==> src/rtl/fir_tap_accumulator.sv <==
// fir_tap_accumulator
//   Accumulates TAPS signed 16-bit tap products into a signed 32-bit frame sum
//   using one time-multiplexed 16-bit Brent-Kung prefix adder. Each sample takes
//   two adder passes: low half first, then high half with the stored carry and
//   the sign-extended operand. The finished sum is offered on a valid/ready port.
//
// Ports:
//   clk        system clock, rising edge
//   rst_n      asynchronous active-low reset
//   clr        synchronous frame abort (restores reset values)
//   in_data    signed tap product
//   in_valid   in_data valid
//   in_ready   sample accepted this cycle when in_valid is also high
//   out_data   registered frame sum
//   out_valid  out_data valid
//   out_ready  downstream consumes out_data
//   busy       high unless idle with no partial frame
module fir_tap_accumulator #(
  parameter int TAPS  = 8,
  parameter int CNT_W = 8
) (
  input  logic        clk,
  input  logic        rst_n,
  input  logic        clr,
  input  logic [15:0] in_data,
  input  logic        in_valid,
  output logic        in_ready,
  output logic [31:0] out_data,
  output logic        out_valid,
  input  logic        out_ready,
  output logic        busy
);

  typedef enum logic [1:0] {S_WAIT, S_LO, S_HI, S_OUT} state_t;

  state_t             state, state_nx;
  logic [31:0]        acc, acc_nx;
  logic [15:0]        op, op_nx;
  logic               carry_q, carry_nx;
  logic [CNT_W-1:0]   count, count_nx;

  logic [15:0]        add_1, add_2, sum;
  logic               c_in, c_out;
  logic [15:0]        g_bit, p_bit, g_grp, p_grp;

  // Adder operand mux; idle states present zero operands.
  always_comb begin
    add_1 = '0;
    add_2 = '0;
    c_in  = 1'b0;
    case (state)
      S_LO: begin
        add_1 = acc[15:0];
        add_2 = op;
      end
      S_HI: begin
        add_1 = acc[31:16];
        add_2 = {16{op[15]}};
        c_in  = carry_q;
      end
      default: ;
    endcase
  end

  // Brent-Kung prefix adder. Carry-in is folded into bit 0's generate so the
  // group generate at bit i is the carry out of bit i.
  always_comb begin
    p_bit    = add_1 ^ add_2;
    g_bit    = add_1 & add_2;
    g_grp    = g_bit;
    p_grp    = p_bit;
    g_grp[0] = g_bit[0] | (p_bit[0] & c_in);
    // Up-sweep: completes prefixes at positions 2^k-1.
    for (int unsigned d = 1; d < 16; d = d * 2) begin
      for (int unsigned i = 2 * d - 1; i < 16; i = i + 2 * d) begin
        g_grp[i] = g_grp[i] | (p_grp[i] & g_grp[i-d]);
        p_grp[i] = p_grp[i] & p_grp[i-d];
      end
    end
    // Down-sweep: fills in the remaining positions.
    for (int unsigned d = 4; d >= 1; d = d / 2) begin
      for (int unsigned i = 3 * d - 1; i < 16; i = i + 2 * d) begin
        g_grp[i] = g_grp[i] | (p_grp[i] & g_grp[i-d]);
        p_grp[i] = p_grp[i] & p_grp[i-d];
      end
    end
    sum   = p_bit ^ {g_grp[14:0], c_in};
    c_out = g_grp[15];
  end

  // Next-state and datapath updates.
  always_comb begin
    state_nx = state;
    acc_nx   = acc;
    op_nx    = op;
    carry_nx = carry_q;
    count_nx = count;
    case (state)
      S_WAIT: begin
        if (in_valid) begin
          op_nx    = in_data;
          state_nx = S_LO;
        end
      end
      S_LO: begin
        acc_nx[15:0] = sum;
        carry_nx     = c_out;
        state_nx     = S_HI;
      end
      S_HI: begin
        acc_nx[31:16] = sum;
        if (count == CNT_W'(TAPS - 1)) begin
          count_nx = '0;
          state_nx = S_OUT;
        end else begin
          count_nx = count + 1'b1;
          state_nx = S_WAIT;
        end
      end
      S_OUT: begin
        if (out_ready) begin
          acc_nx   = '0;
          carry_nx = 1'b0;
          state_nx = S_WAIT;
        end
      end
      default: state_nx = S_WAIT;
    endcase
  end

  always_ff @(posedge clk or negedge rst_n) begin
    if (!rst_n) begin
      state   <= S_WAIT;
      acc     <= '0;
      op      <= '0;
      carry_q <= 1'b0;
      count   <= '0;
    end else if (clr) begin
      state   <= S_WAIT;
      acc     <= '0;
      op      <= '0;
      carry_q <= 1'b0;
      count   <= '0;
    end else begin
      state   <= state_nx;
      acc     <= acc_nx;
      op      <= op_nx;
      carry_q <= carry_nx;
      count   <= count_nx;
    end
  end

  assign in_ready  = (state == S_WAIT);
  assign out_valid = (state == S_OUT);
  assign out_data  = acc;
  assign busy      = !((state == S_WAIT) && (count == '0));

endmodule

==> config.mk <==
export PLATFORM = sky130hd
export DESIGN_NAME = fir_tap_accumulator
export DESIGN_NICKNAME = d
export VERILOG_FILES = /design/src/rtl/fir_tap_accumulator.sv
export SDC_FILE = /design/constraint.sdc
export NUM_CORES = 1
export LEC_CHECK = 0
export BUFFER_PORTS_ARGS = -buffer_cell sky130_fd_sc_hd__buf_2
export CORE_MARGIN = 5
export CORE_UTILIZATION = 54
export DETAILED_ROUTE_END_ITERATION = 16
export PLACE_DENSITY_LB_ADDON = 0.05
export SYNTH_ARGS = -nofsm -noshare
export SYNTH_HDL_FRONTEND = slang
export SYNTH_SLANG_ARGS = --single-unit
==> constraint.sdc <==
create_clock -name clk -period 10.7 [get_ports clk]
set_input_delay 1.07 -clock clk [delete_from_list [all_inputs] [get_ports clk]]
set_output_delay 1.07 -clock clk [all_outputs]
set_load 0.01 [all_outputs]
==> results.cfg <==
[die]
std_cell_rows = 30
core-area_um2 = 6680
fp.dieH_um = 92.2
start_util = 0.546
dieArea_um2 = 8510
die_w_um = 92.2
top_level_ports = 56

[synth]
synthesis.area_um2 = 3650
synth_ff_type = dfrtp_1
syn_area_per_cell_um2 = 8.32
yosys_warnings = 0
yosysTopAreaCellShare = 0.404
ys_types = 46
ys_seq_elements = 59
postSynthCellCount = 439
synth_area_leaders = dfrtp_1 (40%), nand2_1 (16%), ha_1 (7.2%)
yosysSeqAreaShare = 0.404
synth-async-reset-ratio = 1.00
synth_commonest_cells = nand2_1 (153), dfrtp_1 (59), a21oi_1 (28), clkbuf_1 (21), ha_1 (21)
synth_edf_count = 0
synth_nets = 490
yosysMostFrequentCell = nand2_1
synth_top_area_cell = dfrtp_1

[sta]
fin_crit_ps = 3940
worst_pin_slew_ps = 1040
finalMaxSlewViolations = 0
setup_ws_ps = 6760
rsz0062_at_grt = false
maxSlewHeadroom = 0.303
finalSetupTns_ps = 0
post-route-period-util = 0.369
hold_viol = 0
skew_ps = 6.53
fmax_mhz = 254
setup_viol = 0

[cells_and_area]
fillers = 616
synthToLayoutAreaGrowth_pct = 13.2
final_layout_size_suffix_gt1_frac = 0.165
antennaDiodeCount = 0
nets = 537

[routing]
wire_per_inst_um = 15.1
drc = 0
route.antenna.remaining_nets = 0
first_iter_violations = 152
vias_per_cell = 5.41
vias = 3081
wirelength_um = 8600
drt_first_pass_iters = 4

[setup_path]
crit_path_top_delay_cell = ha_1
worst-setup-path-type = flip-flop to flip-flop
start_kind = flip-flop
critPathBufInv = 3
slowest_delay_ps = 460
arrival_ps = 4220
crit_family = adder cells
path_max_fanout = 23
path_cells = inv_1, ha_1, buf_4, nand2_1, a21boi_0, fa_1, inv_1, fa_1, nor2b_1, o31ai_1, nand3b_1, a32oi_1, o2bb2ai_1, fa_1, xor2_1, nor2_1, nand2_1, nand2_1
cp-end-kind = flip-flop
crit_required_ps = 10980

[run_status]
status = completed

[grt]
grt_usage = 0.217
grt_max_degree = 60
grt_pass1_vias = 2982
antenna_found_initial = 0
use_met2 = 0.353
overflow = 0
grt_use_met3 = 0.0607
grt_pass1_wl_um = 14500
grt_busiest_layer = met2
grtUsageMet1 = 0.289

[clocking]
cts-root-buf = clkbuf_8
cts_setup_buffers = 0
cts_sinks = 59
cts_tree = built
clock_latency_ps = 340
h-tree-depth = 3
ctsLongestPathBuffers = 2
cts_resized = 0
ctsHoldBuffers = 0
clkSlewWorstSetupHoldPaths_ps = 70
numCtsBuffers = 9

[placement]
place_congestion = 0.870
place_hpwl_um = 6150
portBuffers = 55
pre_cts_ws_ps = 6770

[pwr]
leakagePower_nw = 2.14
ir_drop_mv = 0.100
p_per_area_nw_per_um2 = 128
totalPowerFinal_mw = 0.530

[worst_hold_path]
min_path_type = flip-flop to flip-flop

[flow_run]
maxCapViolCount = 0
## worst min-delay path, delay by kind of cell, from the launching register on
family	cells	cell delay [ps]
flip-flops	1	360
AND/OR/NAND/NOR	2	100
## final cells by class
type,count,area (µm²),area share
tap,80,100,0.0242
clock buffer,13,169,0.0409
inverter,18,67.6,0.0163
clock inverter,2,10.0,0.00242
sequential,59,1480,0.357
timing repair buffer,60,313,0.0757
multi-input combinational,338,2000,0.483
## through the flow
stage           util  cells  instance area [µm²]  hold WS, ps
6_report       0.619    570                 4130          491
2_1_floorplan      -    439                 3650          447
4_1_cts        0.619    570                 4130          494
3_3_place_gp   0.592    555                 3960          476
3_5_place_dp   0.592    555                 3960          478
5_1_grt        0.619    570                 4130          518
## registers in the layout (all words and copies together), names as in the netlist
register,cells
op,16
carry_q,1
out_data,32
state,2
count,8
## cells by family (layout without fill, tap and decap cells)
kind of cell	count (synthesis)	count (layout)	share of synthesized area
compound gates	83	83	0.147
xor+xnor	13	13	0.0312
fa+ha+maj	30	30	0.121
buf+inv	42	93	0.0483
flops	59	59	0.404
simple gates	212	212	0.248
## where the power goes
part / switching (mW) / internal [mW] / leakage [nW] / total [mW]
sequential: 0.00703 / 0.233 / 0.814 / 0.240
combinational: 0.0690 / 0.0327 / 1.23 / 0.102
clock: 0.0871 / 0.101 / 0.0953 / 0.188
## path summary, 6_finish.rpt
kind | from | slack (ps) | to | depth (start not counted)
max in group asynchronous | rst_n | 9310 | op[5] | 2
min in group asynchronous | rst_n | 870 | count[4] | 2
min reg2reg | out_data[27] | 490 | out_data[27] | 2
min | out_data[27] | 490 | out_data[27] | 2
max | state[1] | 6760 | out_data[15] | 18
max reg2reg | state[1] | 6760 | out_data[15] | 18
## cell usage in the layout (no fill, tap or decap), types with 5 or more instances in the layout
master and count:
a21boi_0 11, a21oi_1 28, a22o_1 5, a22oi_1 11, and2_1 6, buf_2 55, buf_4 5, clkbuf_8 12
dfrtp_1 59, fa_1 9, ha_1 21, inv_1 18, nand2_1 153, nor2_1 20, nor2b_1 12, o21ai_0 11
xnor2_1 5, xor2_1 8
## layer usage
layer	wire length (µm)	vias up
met3	367	7
met1	3990	1474
met4	78	0
met5	0	-
li1	-	1540
met2	4160	60
(Power assumes the default switching activity.)
